[src/rtl/pool_pkg.sv]
// rtl/pool_pkg.sv - shared state encoding, width defaults and accumulator start value; POOL_RELU_EN selects ReLU start
package pool_pkg;

  localparam int POOL_ADDR_WIDTH = 12;
  localparam int POOL_DATA_WIDTH = 16;
  localparam int POOL_DIM_WIDTH  = 8;

  typedef enum logic [2:0] {
    IDLE = 3'd0,
    RD0  = 3'd1,
    RD1  = 3'd2,
    RD2  = 3'd3,
    RD3  = 3'd4,
    FIN  = 3'd5,
    WR   = 3'd6,
    DONE = 3'd7
  } pool_state_t;

  // Starting value of the window maximum. Zero makes ReLU fall out of the max
  // for free; the most-negative value gives plain signed max pooling.
`ifdef POOL_RELU_EN
  localparam logic signed [POOL_DATA_WIDTH-1:0] ACC_INIT = '0;
`else
  localparam logic signed [POOL_DATA_WIDTH-1:0] ACC_INIT = {1'b1, {(POOL_DATA_WIDTH-1){1'b0}}};
`endif

endpackage

[src/rtl/pool_addr_gen.sv]
// rtl/pool_addr_gen.sv - pooled-element counters, source/destination address generation and last-element flag
module pool_addr_gen
  import pool_pkg::*;
#(
  parameter int ADDR_WIDTH = POOL_ADDR_WIDTH,
  parameter int DIM_WIDTH  = POOL_DIM_WIDTH
) (
  input  logic                  clk,
  input  logic                  reset_b,
  input  logic                  start,
  input  logic                  advance,
  input  logic [DIM_WIDTH-1:0]  cfg_rows,
  input  logic [DIM_WIDTH-1:0]  cfg_cols,
  input  logic [ADDR_WIDTH-1:0] cfg_src_base,
  input  logic [ADDR_WIDTH-1:0] cfg_dst_base,
  input  logic [1:0]            rd_sel,
  output logic [ADDR_WIDTH-1:0] rd_addr,
  output logic [ADDR_WIDTH-1:0] wr_addr,
  output logic                  last
);

  logic [DIM_WIDTH-1:0]  cols_q;
  logic [DIM_WIDTH-1:0]  pr_q;
  logic [DIM_WIDTH-1:0]  pc_q;
  logic [ADDR_WIDTH-1:0] src_q;
  logic [ADDR_WIDTH-1:0] dst_q;
  logic [DIM_WIDTH-1:0]  r_q;
  logic [DIM_WIDTH-1:0]  c_q;
  logic [ADDR_WIDTH-1:0] row_off_q;
  logic [ADDR_WIDTH-1:0] wr_off_q;
  logic                  col_wrap;

  assign col_wrap = (c_q == pc_q - DIM_WIDTH'(1));
  assign last     = col_wrap && (r_q == pr_q - DIM_WIDTH'(1));

  // Window top-left is src + 2r*cols + 2c; rd_sel[1] steps one source row, rd_sel[0] one column.
  assign rd_addr = src_q + row_off_q + ADDR_WIDTH'({c_q, 1'b0})
                 + (rd_sel[1] ? ADDR_WIDTH'(cols_q) : '0)
                 + ADDR_WIDTH'(rd_sel[0]);

  // Row-major pooled output is contiguous, so the element index is the offset.
  assign wr_addr = dst_q + wr_off_q;

  // Latch the geometry at start, then step c/r and keep 2r*cols by repeated addition.
  always_ff @(posedge clk or negedge reset_b) begin
    if (!reset_b) begin
      cols_q    <= '0;
      pr_q      <= '0;
      pc_q      <= '0;
      src_q     <= '0;
      dst_q     <= '0;
      r_q       <= '0;
      c_q       <= '0;
      row_off_q <= '0;
      wr_off_q  <= '0;
    end else if (start) begin
      cols_q    <= cfg_cols;
      pr_q      <= cfg_rows >> 1;
      pc_q      <= cfg_cols >> 1;
      src_q     <= cfg_src_base;
      dst_q     <= cfg_dst_base;
      r_q       <= '0;
      c_q       <= '0;
      row_off_q <= '0;
      wr_off_q  <= '0;
    end else if (advance) begin
      wr_off_q <= wr_off_q + ADDR_WIDTH'(1);
      if (col_wrap) begin
        c_q       <= '0;
        r_q       <= r_q + DIM_WIDTH'(1);
        row_off_q <= row_off_q + ADDR_WIDTH'({cols_q, 1'b0});
      end else begin
        c_q <= c_q + DIM_WIDTH'(1);
      end
    end
  end

endmodule

[src/rtl/pool_relu_stage.sv]
// rtl/pool_relu_stage.sv - ReLU + 2x2/2 max pooling between two SRAMs; POOL_RELU_EN enables the ReLU clamp
module pool_relu_stage
  import pool_pkg::*;
#(
  parameter int ADDR_WIDTH = POOL_ADDR_WIDTH,
  parameter int DATA_WIDTH = POOL_DATA_WIDTH,
  parameter int DIM_WIDTH  = POOL_DIM_WIDTH
) (
  input  logic                  clk,
  input  logic                  reset_b,
  input  logic                  pool_run,
  output logic                  pool_busy,
  input  logic [DIM_WIDTH-1:0]  cfg_rows,
  input  logic [DIM_WIDTH-1:0]  cfg_cols,
  input  logic [ADDR_WIDTH-1:0] cfg_src_base,
  input  logic [ADDR_WIDTH-1:0] cfg_dst_base,
  output logic [ADDR_WIDTH-1:0] pool_sram_read_address,
  input  logic [DATA_WIDTH-1:0] sram_pool_read_data,
  output logic                  pool_sram_write_enable,
  output logic [ADDR_WIDTH-1:0] pool_sram_write_address,
  output logic [DATA_WIDTH-1:0] pool_sram_write_data
);

  // Same start value as the package constant, rebuilt at this instance's width.
  localparam logic signed [DATA_WIDTH-1:0] ACC_START =
    ACC_INIT[POOL_DATA_WIDTH-1] ? {1'b1, {(DATA_WIDTH-1){1'b0}}} : '0;

  pool_state_t                  state;
  pool_state_t                  state_next;
  logic signed [DATA_WIDTH-1:0] acc;
  logic signed [DATA_WIDTH-1:0] sample;
  logic signed [DATA_WIDTH-1:0] fold;
  logic                         last_q;
  logic                         start;
  logic                         advance;
  logic                         size_zero;
  logic                         rd_issue;
  logic [1:0]                   rd_sel;
  logic [ADDR_WIDTH-1:0]        ag_rd_addr;
  logic [ADDR_WIDTH-1:0]        ag_wr_addr;
  logic                         ag_last;

  assign start     = (state == IDLE) && pool_run;
  assign advance   = (state == FIN);
  assign size_zero = (cfg_rows < DIM_WIDTH'(2)) || (cfg_cols < DIM_WIDTH'(2));
  assign sample    = sram_pool_read_data;
  assign fold      = (sample > acc) ? sample : acc;
  assign rd_issue  = (state_next == RD0) || (state_next == RD1) ||
                     (state_next == RD2) || (state_next == RD3);

  pool_addr_gen #(
    .ADDR_WIDTH (ADDR_WIDTH),
    .DIM_WIDTH  (DIM_WIDTH)
  ) u_addr_gen (
    .clk          (clk),
    .reset_b      (reset_b),
    .start        (start),
    .advance      (advance),
    .cfg_rows     (cfg_rows),
    .cfg_cols     (cfg_cols),
    .cfg_src_base (cfg_src_base),
    .cfg_dst_base (cfg_dst_base),
    .rd_sel       (rd_sel),
    .rd_addr      (ag_rd_addr),
    .wr_addr      (ag_wr_addr),
    .last         (ag_last)
  );

  // Next state, plus which of the four window reads the next state issues.
  always_comb begin
    state_next = state;
    rd_sel     = 2'd0;
    case (state)
      IDLE: if (pool_run) state_next = size_zero ? DONE : RD0;
      RD0: begin
        state_next = RD1;
        rd_sel     = 2'd1;
      end
      RD1: begin
        state_next = RD2;
        rd_sel     = 2'd2;
      end
      RD2: begin
        state_next = RD3;
        rd_sel     = 2'd3;
      end
      RD3:     state_next = FIN;
      FIN:     state_next = WR;
      WR:      state_next = last_q ? DONE : RD0;
      DONE:    state_next = IDLE;
      default: state_next = IDLE;
    endcase
  end

  // State register.
  always_ff @(posedge clk or negedge reset_b) begin
    if (!reset_b) state <= IDLE;
    else          state <= state_next;
  end

  // Window maximum: reset at RD0, folded as each sample returns one cycle after its read.
  always_ff @(posedge clk or negedge reset_b) begin
    if (!reset_b) begin
      acc    <= '0;
      last_q <= 1'b0;
    end else begin
      if (state == RD0) acc <= ACC_START;
      else if ((state == RD1) || (state == RD2) || (state == RD3)) acc <= fold;
      // Counters advance on leaving FIN, so remember whether this element was the last.
      if (state == FIN) last_q <= ag_last;
    end
  end

  // Registered SRAM-side outputs, loaded from the next state so they line up with it.
  always_ff @(posedge clk or negedge reset_b) begin
    if (!reset_b) begin
      pool_busy               <= 1'b0;
      pool_sram_read_address  <= '0;
      pool_sram_write_enable  <= 1'b0;
      pool_sram_write_address <= '0;
      pool_sram_write_data    <= '0;
    end else begin
      pool_busy <= (state_next != IDLE);
      if (rd_issue) pool_sram_read_address <= (state == IDLE) ? cfg_src_base : ag_rd_addr;
      else          pool_sram_read_address <= '0;
      pool_sram_write_enable  <= (state == FIN);
      pool_sram_write_address <= (state == FIN) ? ag_wr_addr : '0;
      pool_sram_write_data    <= (state == FIN) ? fold : '0;
    end
  end

endmodule

[config.mk]
export PLATFORM = sky130hd
export DESIGN_NAME = pool_relu_stage
export DESIGN_NICKNAME = d
export VERILOG_FILES = /design/src/rtl/pool_pkg.sv /design/src/rtl/pool_addr_gen.sv /design/src/rtl/pool_relu_stage.sv
export SDC_FILE = /design/constraint.sdc
export NUM_CORES = 1
export LEC_CHECK = 0
export BUFFER_PORTS_ARGS = -buffer_cell sky130_fd_sc_hd__buf_2
export CAP_MARGIN = 25
export CORE_MARGIN = 2
export CORE_UTILIZATION = 50
export DETAILED_ROUTE_END_ITERATION = 6
export PLACE_DENSITY = 0.7
export REMOVE_ABC_BUFFERS = 1
export SLEW_MARGIN = 10
export SYNTH_ARGS = -nofsm -noshare
export SYNTH_HDL_FRONTEND = slang
export SYNTH_SLANG_ARGS = --single-unit
[constraint.sdc]
create_clock -name clk -period 7.58 [get_ports clk]
set_input_delay 1.137 -clock clk [delete_from_list [all_inputs] [get_ports clk]]
set_output_delay 1.137 -clock clk [all_outputs]
set_load 0.1 [all_outputs]
# After elaboration in Yosys (flattened, before gate mapping)
# Index checks and enable logic that the tools add are counted.
# W data, S select, Z words.
# classes
n_addsub	11
magnitude_cmp	3
eq_ne	13
n_mux	24
reduce_logical	14
# ops
op	n
$mux W12	8
$mux W16	4
$mux W8	7
$add A12 B12 Y12	3
$add A12 B9 Y12	2
$pmux W3 S8	1
$add A8 B1 Y8 const B	2
$eq A8 B8 Y1	2
$gt A16 B16 Y1	1
$lt A8 B2 Y1 const B	2
$sub A7 B1 Y8 const B	2
$eq A3 B3 Y1 const B	5
$add A12 B1 Y12	1
$add A12 B1 Y12 const B	1
$eq A3 B2 Y1 const B	4
$mux W3	3
$eq A3 B1 Y1 const B	2
$logic_or A1 B1 Y1	6
$pmux W2 S3	1
$reduce_bool A2 Y1	3
$logic_not A3 Y1	1
$reduce_bool A3 Y1	1
$logic_and A1 B1 Y1	2
$reduce_and A2 Y1	1
# word_totals
ff_bits	148
input_bits	59
out_inout_bits	42
elab_cells	82

# Depth between registers and ports, before layout
# Gate-level depths: netlist (run 1).
# logic_depth
depth_word	10
depth_mapped	18
mapped_depth_nobuf	15

# Hierarchy
# Synthesis (run 1) repeated with hierarchy kept, for this count alone.
# hier_totals
hier_cells	931
area_unflattened_um2	8816.0
# by_module_without_submodules
module	instances	cells_each	area_each_um2
pool_addr_gen	1	589	5552.8
pool_relu_stage	1	342	3263.1

# Worst setup path after synthesis (run 1)
# No wires, ideal clock.
# synth_timing
path_type	reg2reg
from	register state[1]
to	register pool_sram_read_address[10]
setup_ns	0.132
t_arrival_ns	3.420
t_required_ns	7.448
setup_slack_ns	4.028
path_stages_with_launch	15
n_path_buf	2
cell_sequence	dfrtp_1 -> clkbuf_1 -> nor2b_1 -> clkbuf_1 -> nand2_1 -> fa_1 -> fa_1 -> inv_1 -> ha_1 -> a211oi_1 -> o21ba_2 -> o21ai_0 -> a41oi_1 -> mux2i_1 -> o211ai_1
# synth_via
elab_chain_cells	7
elab_cells_between_ends	23
# synth_rtl
item	line	source
start, declared	pool_relu_stage.sv:28	pool_state_t state;
start signal, assigned	pool_relu_stage.sv:98	else state <= state_next;
$eq A3 B2 Y1 (tied with other cells)	pool_relu_stage.sv:73	case (state)
$pmux W2 S3 / $pmux W3 S8 (equally long branches)	pool_relu_stage.sv:73	
$mux W8 (tied with other cells)	pool_addr_gen.sv:38	+ (rd_sel[1] ? ADDR_WIDTH'(cols_q) : '0)
$add A12 B12 Y12 / $logic_or A1 B1 Y1 (equally long branches)	pool_addr_gen.sv:38, pool_relu_stage.sv:48	
$add A12 B1 Y12 / $logic_or A1 B1 Y1 (equally long branches)	pool_addr_gen.sv:39, pool_relu_stage.sv:48	
$mux W12 / $logic_or A1 B1 Y1 (equally long branches)	pool_relu_stage.sv:124, pool_relu_stage.sv:49	
$mux W12 (*)	pool_relu_stage.sv:124	if (rd_issue) pool_sram_read_address <= (state == IDLE) ? cfg_src_base : ag_rd_addr;
end signal, assigned	pool_relu_stage.sv:124	
end, declared	pool_relu_stage.sv:17	output logic [ADDR_WIDTH-1:0] pool_sram_read_address,
# Every way passes the cells marked *; elsewhere a longest branch is shown, timed or not.
# A chain may end at the register's enable or synchronous reset.

# Final worst setup path (run 1)
# layout_timing
from	register state[2]
to	register pool_sram_read_address[11]
# Same word-level chain as after synthesis.

==> flow_results.xml, run 1 <==
<?xml version="1.0" encoding="UTF-8"?>
<metrics>
  <group name="sta">
    <metric name="post_route_setup_tns" unit="ns">0</metric>
    <metric name="worst_pin_slew" unit="ns">0.8637</metric>
    <metric name="final-max-slew-violation-count" unit="">0</metric>
    <metric name="final.min_clock_period" unit="ns">4.518</metric>
    <metric name="timing.final.crit_share" unit="%">59.60</metric>
    <metric name="max_slew_headroom" unit="%">42.42</metric>
    <metric name="clock.fmax" unit="MHz">221.3</metric>
    <metric name="final_hold_viol_count" unit="">0</metric>
    <metric name="final-setup-viol-count" unit="">0</metric>
    <metric name="whs" unit="ns">0.4824</metric>
    <metric name="fin_worst_skew" unit="ns">0.01136</metric>
    <metric name="unrepaired_setup_endpoints_after_global_routing" unit="">false</metric>
  </group>
  <group name="clocking">
    <metric name="clock_tree.htree_level_count" unit="">4</metric>
    <metric name="clk-insertion-delay-late" unit="ns">0.43</metric>
    <metric name="clock_tree.buffer_depth" unit="">2</metric>
    <metric name="cts_hold_buf" unit="">0</metric>
    <metric name="cts_num_sinks" unit="">140</metric>
    <metric name="tritoncts.num_buffers" unit="">17</metric>
    <metric name="cts_tree" unit="">done</metric>
    <metric name="post_cts.resized_instances" unit="">0</metric>
    <metric name="cts_root_cell" unit="">sky130_fd_sc_hd__clkbuf_16</metric>
    <metric name="post-cts-setup-buffers" unit="">0</metric>
    <metric name="clkSlewWorstSetupHoldPaths" unit="ns">0.06</metric>
  </group>
  <group name="floorplanning">
    <metric name="starting_utilization_of_the_core_area" unit="%">50.92</metric>
    <metric name="dieWidth" unit="um">139.3</metric>
    <metric name="row_count" unit="">49</metric>
    <metric name="core_region_area" unit="mm2">0.01796</metric>
    <metric name="fp.dieArea" unit="mm2">0.01939</metric>
    <metric name="io_pins" unit="">101</metric>
    <metric name="floorplan_die_height" unit="um">139.3</metric>
  </group>
  <group name="synth">
    <metric name="synth_ff_type" unit="">sky130_fd_sc_hd__dfrtp_1</metric>
    <metric name="ys_async_sr_fraction" unit="%">100.0</metric>
    <metric name="synth_area_leader_cell" unit="">sky130_fd_sc_hd__dfrtp_1</metric>
    <metric name="synthesis.area" unit="mm2">0.009148</metric>
    <metric name="synth_edf_count" unit="">0</metric>
    <metric name="yosys-top-cells-area" unit="">sky130_fd_sc_hd__dfrtp_1 38%, sky130_fd_sc_hd__ha_1 7.8%, sky130_fd_sc_hd__nand2_1 7.4%</metric>
    <metric name="yosys_cell_types" unit="">63</metric>
    <metric name="synth.yosys.seq_area_share" unit="%">38.30</metric>
    <metric name="yosys_warns" unit="">0</metric>
    <metric name="synth_area_per_cell" unit="um2">8.695</metric>
    <metric name="yosys.cell_count.top_type" unit="">sky130_fd_sc_hd__nand2_1</metric>
    <metric name="synth.cells.most_frequent" unit="">180 x sky130_fd_sc_hd__nand2_1, 140 x sky130_fd_sc_hd__dfrtp_1, 70 x sky130_fd_sc_hd__inv_1, 66 x sky130_fd_sc_hd__nor2_1, 65 x sky130_fd_sc_hd__a21oi_1</metric>
    <metric name="postSynthRegisterBits" unit="">140</metric>
    <metric name="netlist.area_leader.share" unit="%">38.30</metric>
    <metric name="postSynthCellCount" unit="">1052</metric>
  </group>
  <group name="layout">
    <metric name="syn_to_final_growth" unit="%">13.53</metric>
    <metric name="finalNetCount" unit="">1256</metric>
    <metric name="drive_above_1_share" unit="%">13.66</metric>
    <metric name="final_util" unit="%">57.81</metric>
    <metric name="n_antenna_cell" unit="">0</metric>
  </group>
  <group name="place">
    <metric name="io_buffer_count" unit="">99</metric>
    <metric name="post-dp-hpwl" unit="um">14700</metric>
    <metric name="gp_routability_congestion" unit="">0.8813</metric>
  </group>
  <group name="detailed_routing">
    <metric name="post_drt_wl_per_cell" unit="um">15.66</metric>
    <metric name="drc_errors" unit="">0</metric>
    <metric name="firstDrtPassIters" unit="">5</metric>
    <metric name="routed_via_density" unit="">5.679</metric>
    <metric name="dr_total_vias" unit="">7746</metric>
    <metric name="final_antenna_net_count" unit="">0</metric>
    <metric name="route.final.wire_length" unit="um">21370</metric>
    <metric name="drt-initial-drc-count" unit="">670</metric>
  </group>
  <group name="power_and_ir_drop">
    <metric name="total_power" unit="mW">4.546</metric>
    <metric name="power_density_relative_to_cell_area" unit="mW/mm2">437.7</metric>
    <metric name="total_leakage_power" unit="nW">5.049</metric>
    <metric name="vdd_ir_drop_max" unit="uV">275.5</metric>
  </group>
  <group name="worst_setup_path">
    <metric name="criticalPathCategory" unit="">register to register</metric>
    <metric name="reg2reg_from" unit="">state[2]</metric>
    <metric name="critical_path.startpoint_type" unit="">register</metric>
    <metric name="crit_required" unit="ns">7.92</metric>
    <metric name="ff2ff_setup_slack" unit="ns">3.06</metric>
    <metric name="worstPathArrival" unit="ns">4.86</metric>
    <metric name="largest_fanout_of_any_net_on_the_critical_path" unit="">25</metric>
    <metric name="r2r-end" unit="">pool_sram_read_address[11]</metric>
    <metric name="end_kind" unit="">register</metric>
    <metric name="ff2ff_path_depth" unit="">16</metric>
  </group>
  <group name="hold_path">
    <metric name="worst_min_path_start" unit="">u_addr_gen.src_q[10]</metric>
    <metric name="worst_hold_path.num_cells" unit="">2</metric>
    <metric name="holdCritPathClass" unit="">register to register</metric>
    <metric name="holdPathEnd" unit="">u_addr_gen.src_q[10]</metric>
  </group>
  <group name="global_route">
    <metric name="gr_usage_total" unit="%">22.60</metric>
    <metric name="globalRouteOverflowTotal" unit="">0</metric>
    <metric name="via_count_of_the_first_global_routing_pass" unit="">7346</metric>
    <metric name="grt_first_pass_wirelength" unit="um">36270</metric>
    <metric name="grt_start_max_net_pins" unit="">85</metric>
    <metric name="antenna_found_initial" unit="">0</metric>
  </group>
  <group name="flow_run">
    <metric name="maxCapViolCount" unit="">0</metric>
  </group>
  <group name="outcome">
    <metric name="run_status" unit="">finished, final reports clean</metric>
  </group>
</metrics>
cell usage in the layout, fill, tap and decap left out, types with 5 or more instances in the layout:
cell,count
sky130_fd_sc_hd__nand3b_1,6
sky130_fd_sc_hd__mux2i_1,17
sky130_fd_sc_hd__nand2b_1,12
sky130_fd_sc_hd__nor4_1,7
sky130_fd_sc_hd__a211oi_1,9
sky130_fd_sc_hd__nand3_1,32
sky130_fd_sc_hd__fa_1,18
sky130_fd_sc_hd__o31ai_1,33
sky130_fd_sc_hd__nand4_1,15
sky130_fd_sc_hd__a31oi_1,5
sky130_fd_sc_hd__xnor2_1,26
sky130_fd_sc_hd__nor3_1,18
sky130_fd_sc_hd__o21ai_0,64
sky130_fd_sc_hd__xor2_1,24
sky130_fd_sc_hd__o211ai_1,6
sky130_fd_sc_hd__a21oi_1,64
sky130_fd_sc_hd__and2_1,5
sky130_fd_sc_hd__inv_1,70
sky130_fd_sc_hd__and3_1,8
sky130_fd_sc_hd__ha_1,57
sky130_fd_sc_hd__a21o_1,7
sky130_fd_sc_hd__a32oi_1,15
sky130_fd_sc_hd__nand2_1,180
sky130_fd_sc_hd__dfrtp_1,140
sky130_fd_sc_hd__a21boi_0,17
sky130_fd_sc_hd__clkbuf_16,17
sky130_fd_sc_hd__buf_4,10
sky130_fd_sc_hd__buf_2,98
sky130_fd_sc_hd__nor2_1,65
sky130_fd_sc_hd__nor2b_1,9
per-stage QoR:
stage                     setup WS [ns]  area, um2  instances
after floorplan                   3.254       8900        993
after global placement            3.170       9783       1330
after detailed placement          3.126       9783       1330
after CTS                         3.098      10360       1362
after global routing              2.738      10390       1364
final                             3.062      10390       1364
power by group:
part | total [mW] | internal (mW) | switching (mW)
logic | 2.53 | 0.830 | 1.70
registers | 1.19 | 0.982 | 0.208
clock network | 0.824 | 0.481 | 0.342
total | 4.55 | 2.29 | 2.25
flip-flops by register name, summed over array words and instances (netlist names):
signal                   count
acc                         16
last_q                       1
pool_busy                    1
pool_sram_read_address      12
pool_sram_write_address     12
pool_sram_write_data        16
pool_sram_write_enable       1
state                        3
u_addr_gen.c_q               8
u_addr_gen.cols_q            8
u_addr_gen.dst_q            12
u_addr_gen.pr_q              7
u_addr_gen.r_q               8
u_addr_gen.row_off_q        11
u_addr_gen.src_q            12
u_addr_gen.wr_off_q         12
final cells by class:
type,count,area [um2]
inverters,70,262.8
multi-input cells,783,5161
repair buffers,110,591.8
fillers,1602,7579
well taps,229,286.5
flip-flops and latches,140,3503
clock inverters,11,108.9
clock buffers,21,470.5
critical path, cell delays in order, from the launching register on:
cell                        delay, ns
sky130_fd_sc_hd__dfrtp_1         0.84
sky130_fd_sc_hd__buf_4           0.36
sky130_fd_sc_hd__nand2b_1        0.69
sky130_fd_sc_hd__inv_1           0.16
sky130_fd_sc_hd__ha_1            0.22
sky130_fd_sc_hd__inv_1           0.06
sky130_fd_sc_hd__fa_1            0.39
sky130_fd_sc_hd__inv_1           0.07
sky130_fd_sc_hd__ha_1            0.19
sky130_fd_sc_hd__inv_1           0.06
sky130_fd_sc_hd__fa_1            0.38
sky130_fd_sc_hd__nor2b_1         0.20
sky130_fd_sc_hd__o2111ai_1       0.15
sky130_fd_sc_hd__nand3_1         0.12
sky130_fd_sc_hd__a41oi_1         0.14
sky130_fd_sc_hd__xnor2_1         0.16
sky130_fd_sc_hd__a211oi_1        0.23
how the worst max path moves through the flow:
stage | end | startpoint | cells after the start
3_5_place_dp | pool_sram_read_address[11] | state[2] | 16
6_report | pool_sram_read_address[11] | state[2] | 16
5_1_grt | pool_sram_read_address[9] | state[2] | 16
3_3_place_gp | pool_sram_read_address[11] | state[2] | 16
2_1_floorplan | u_addr_gen.c_q[1] | state[2] | 4
4_1_cts | pool_sram_read_address[11] | state[2] | 16
cells by family after synthesis:
group                      count (synthesis)  share of synthesized area, %
and+or+nand+nor                          375                         18.74
AOI/OAI and AO/OA                        266                         19.00
DFF                                      140                         38.30
buffers and inverters                    129                         5.581
adders and majority gates                 75                         11.74
xor gates and xnor gates                  50                         4.787
muxes                                     17                         1.860
metal layers:
metal	vias up	share of wire [%]	GRT usage [%]
li1	3813	-	-
met1	3663	47	32.54
met2	235	45	34.75
met3	35	5.4	3.579
met4	0	1.9	8.134
met5	-	0	0
Note: power is estimated with default switching activity, not from simulation.
==> inputs of run 2 (changes only) <==
- ABC_AREA: default -> 1
- clock period: 7.58 -> 4.6 ns (I/O delays scaled with it)
==> flow_results.xml, run 2 <==
<?xml version="1.0" encoding="UTF-8"?>
<metrics>
  <group name="layout">
    <metric name="n_antenna_cell" unit="">0</metric>
    <metric name="final_cell_mix" unit="">330 x sky130_fd_sc_hd__nand2_1, 140 x sky130_fd_sc_hd__inv_1, 140 x sky130_fd_sc_hd__dfrtp_1</metric>
    <metric name="finish.cell_count_without_fillers" unit="">1472</metric>
    <metric name="drive_above_1_share" unit="%">14.35</metric>
    <metric name="reg.largest.list" unit="">acc x16, pool_sram_write_data x16</metric>
    <metric name="syn_to_final_growth" unit="%">14.50</metric>
    <metric name="postLayoutCellArea" unit="mm2">0.01022</metric>
    <metric name="final_util" unit="%">58.87</metric>
    <metric name="mostFrequentLayoutCell" unit="">sky130_fd_sc_hd__nand2_1</metric>
    <metric name="finalNetCount" unit="">1368</metric>
    <metric name="multiInputGateArea" unit="mm2">0.004703</metric>
    <metric name="area.sequential" unit="mm2">0.003503</metric>
    <metric name="fill_cells" unit="">1545</metric>
  </group>
  <group name="sta">
    <metric name="clock.fmax" unit="MHz">269.0</metric>
    <metric name="max_slew_headroom" unit="%">45.02</metric>
    <metric name="final-setup-viol-count" unit="">0</metric>
    <metric name="postLayoutSetupSlackWorst" unit="ns">0.8822</metric>
    <metric name="worst_pin_slew" unit="ns">0.8235</metric>
    <metric name="post_route_setup_tns" unit="ns">0</metric>
    <metric name="final-max-slew-violation-count" unit="">0</metric>
    <metric name="unrepaired_setup_endpoints_after_global_routing" unit="">false</metric>
    <metric name="timing.final.crit_share" unit="%">80.82</metric>
    <metric name="fin_worst_skew" unit="ns">0.008567</metric>
    <metric name="final_hold_viol_count" unit="">0</metric>
    <metric name="final.min_clock_period" unit="ns">3.718</metric>
    <metric name="whs" unit="ns">0.2350</metric>
  </group>
  <group name="worst_setup_path">
    <metric name="end_kind" unit="">register</metric>
    <metric name="critical_path.startpoint_type" unit="">register</metric>
    <metric name="r2r-end" unit="">pool_sram_read_address[7]</metric>
    <metric name="worstPathArrival" unit="ns">4.01</metric>
    <metric name="crit_required" unit="ns">4.89</metric>
    <metric name="criticalPathCategory" unit="">register to register</metric>
    <metric name="largest_fanout_of_any_net_on_the_critical_path" unit="">7</metric>
    <metric name="ff2ff_setup_slack" unit="ns">0.88</metric>
    <metric name="reg2reg_from" unit="">state[2]</metric>
    <metric name="ff2ff_path_depth" unit="">17</metric>
  </group>
  <group name="global_route">
    <metric name="globalRouteOverflowTotal" unit="">0</metric>
    <metric name="antenna_found_initial" unit="">0</metric>
    <metric name="via_count_of_the_first_global_routing_pass" unit="">7234</metric>
    <metric name="grt_start_max_net_pins" unit="">64</metric>
    <metric name="grt_first_pass_wirelength" unit="um">33870</metric>
    <metric name="gr_usage_total" unit="%">22.60</metric>
  </group>
  <group name="floorplanning">
    <metric name="io_pins" unit="">101</metric>
    <metric name="fp.dieArea" unit="mm2">0.01893</metric>
    <metric name="core_region_area" unit="mm2">0.01736</metric>
    <metric name="starting_utilization_of_the_core_area" unit="%">51.42</metric>
    <metric name="dieWidth" unit="um">137.6</metric>
    <metric name="floorplan_die_height" unit="um">137.6</metric>
    <metric name="row_count" unit="">48</metric>
  </group>
  <group name="clocking">
    <metric name="cts_root_cell" unit="">sky130_fd_sc_hd__clkbuf_16</metric>
    <metric name="post-cts-setup-buffers" unit="">0</metric>
    <metric name="cts_num_sinks" unit="">140</metric>
    <metric name="cts_tree" unit="">done</metric>
    <metric name="clk-insertion-delay-late" unit="ns">0.42</metric>
    <metric name="post_cts.resized_instances" unit="">0</metric>
    <metric name="tritoncts.num_buffers" unit="">17</metric>
    <metric name="cts_hold_buf" unit="">0</metric>
    <metric name="clkSlewWorstSetupHoldPaths" unit="ns">0.06</metric>
    <metric name="clock_tree.htree_level_count" unit="">4</metric>
    <metric name="clock_tree.buffer_depth" unit="">2</metric>
  </group>
  <group name="place">
    <metric name="io_buffer_count" unit="">99</metric>
    <metric name="post-dp-hpwl" unit="um">14370</metric>
    <metric name="placed_cell_area" unit="mm2">0.009593</metric>
    <metric name="dp.cells" unit="">1440</metric>
    <metric name="gp_routability_congestion" unit="">0.9378</metric>
    <metric name="pre_cts_slack" unit="ns">0.8871</metric>
  </group>
  <group name="detailed_routing">
    <metric name="firstDrtPassIters" unit="">5</metric>
    <metric name="drt-initial-drc-count" unit="">463</metric>
    <metric name="final_antenna_net_count" unit="">0</metric>
    <metric name="dr_total_vias" unit="">7683</metric>
    <metric name="post_drt_wl_per_cell" unit="um">13.79</metric>
    <metric name="routed_via_density" unit="">5.219</metric>
    <metric name="drc_errors" unit="">0</metric>
    <metric name="route.final.wire_length" unit="um">20300</metric>
  </group>
  <group name="synth">
    <metric name="netlist.area_leader.share" unit="%">39.25</metric>
    <metric name="synthesis.area" unit="mm2">0.008925</metric>
    <metric name="yosys_cell_types" unit="">43</metric>
    <metric name="synth.yosys.seq_area_share" unit="%">39.25</metric>
    <metric name="synth_area_leader_cell" unit="">sky130_fd_sc_hd__dfrtp_1</metric>
    <metric name="synth_area_per_cell" unit="um2">7.815</metric>
    <metric name="yosys-top-cells-area" unit="">sky130_fd_sc_hd__dfrtp_1 39%, sky130_fd_sc_hd__nand2_1 14%, sky130_fd_sc_hd__ha_1 8.0%</metric>
    <metric name="yosys.cell_count.top_type" unit="">sky130_fd_sc_hd__nand2_1</metric>
    <metric name="synth.cells.most_frequent" unit="">330 x sky130_fd_sc_hd__nand2_1, 140 x sky130_fd_sc_hd__dfrtp_1, 140 x sky130_fd_sc_hd__inv_1, 81 x sky130_fd_sc_hd__nand3_1, 77 x sky130_fd_sc_hd__nor2_1</metric>
    <metric name="yosys_warns" unit="">0</metric>
    <metric name="postSynthCellCount" unit="">1142</metric>
    <metric name="ys_async_sr_fraction" unit="%">100.0</metric>
    <metric name="synth_edf_count" unit="">0</metric>
    <metric name="synth_ff_type" unit="">sky130_fd_sc_hd__dfrtp_1</metric>
    <metric name="postSynthRegisterBits" unit="">140</metric>
  </group>
  <group name="hold_path">
    <metric name="holdCritPathClass" unit="">input pin to asynchronous set/reset pin</metric>
  </group>
  <group name="outcome">
    <metric name="run_status" unit="">finished, final reports clean</metric>
  </group>
  <group name="power_and_ir_drop">
    <metric name="power_density_relative_to_cell_area" unit="mW/mm2">852.8</metric>
    <metric name="vdd_ir_drop_max" unit="uV">591.5</metric>
    <metric name="total_leakage_power" unit="nW">5.556</metric>
    <metric name="total_power" unit="mW">8.715</metric>
  </group>
  <group name="flow_run">
    <metric name="maxCapViolCount" unit="">0</metric>
  </group>
</metrics>
==> run 2: cell count changes after synthesis, sizes merged, moves of 16 or more <==
cell and change:
a21boi -16, o21ai -24, nand4 +17, nand3 +52
nand2 +156, nor2 +20, clkbuf -29, mux2i -17
o31ai -33, inv +80
==> run 2: metal layers <==
layer,vias to the layer above,global-route usage (%),wire length (um)
met5,-,0,0
met4,0,7.102,302
met3,23,4.121,913
met2,201,38.56,9980
met1,3603,29.13,9105
li1,3856,-,-
==> run 2: cells by family (layout without fill, tap and decap cells) <==
kind of cell | after synthesis | count (layout) | synth area share (%)
AND/OR/NAND/NOR | 573 | 573 | 28.61
buffers and inverters | 181 | 286 | 8.047
flip-flops | 140 | 140 | 39.25
AO/OA/AOI/OAI | 135 | 135 | 8.327
adder cells (fa/ha/maj) | 75 | 75 | 12.03
XOR/XNOR | 38 | 38 | 3.729
==> run 2: layout make-up <==
class	instances	area share [%]
Clock buffer	20	4.567
Clock inverter	12	1.555
Inverter	150	5.534
Multi-Input combinational cell	821	46.03
Sequential cell	140	34.28
Tap cell	225	2.755
Timing Repair Buffer	104	5.277
==> run 2: how the worst max path moves through the flow <==
| stage | startpoint | endpoint | cells after the start |
|---|---|---|---|
| 4_1_cts | state[2] | pool_sram_read_address[7] | 17 |
| 5_1_grt | state[2] | pool_sram_read_address[7] | 17 |
| 3_5_place_dp | state[2] | pool_sram_read_address[7] | 17 |
| 2_1_floorplan | state[2] | pool_sram_read_address[7] | 17 |
| 3_3_place_gp | state[2] | pool_sram_read_address[7] | 17 |
| 6_report | state[2] | pool_sram_read_address[7] | 17 |
==> run 2: power by group <==
group	total (mW)	internal, mW	switching [mW]
combinational	5.18	1.63	3.55
sequential	2.07	1.71	0.358
clock	1.46	0.903	0.558
total	8.71	4.25	4.47
==> run 2: critical path, cell delays in order (launching register included) <==
cell                      delay [ns]
sky130_fd_sc_hd__dfrtp_1        0.44
sky130_fd_sc_hd__inv_1          0.22
sky130_fd_sc_hd__nand2_1        0.13
sky130_fd_sc_hd__inv_1          0.20
sky130_fd_sc_hd__nand2_1        0.10
sky130_fd_sc_hd__fa_1           0.54
sky130_fd_sc_hd__fa_1           0.42
sky130_fd_sc_hd__inv_1          0.07
sky130_fd_sc_hd__ha_1           0.21
sky130_fd_sc_hd__inv_1          0.09
sky130_fd_sc_hd__fa_1           0.36
sky130_fd_sc_hd__inv_1          0.12
sky130_fd_sc_hd__nand3_1        0.08
sky130_fd_sc_hd__nand2_1        0.12
sky130_fd_sc_hd__a21oi_1        0.09
sky130_fd_sc_hd__or2_2          0.27
sky130_fd_sc_hd__nand3_1        0.07
sky130_fd_sc_hd__a21oi_1        0.06
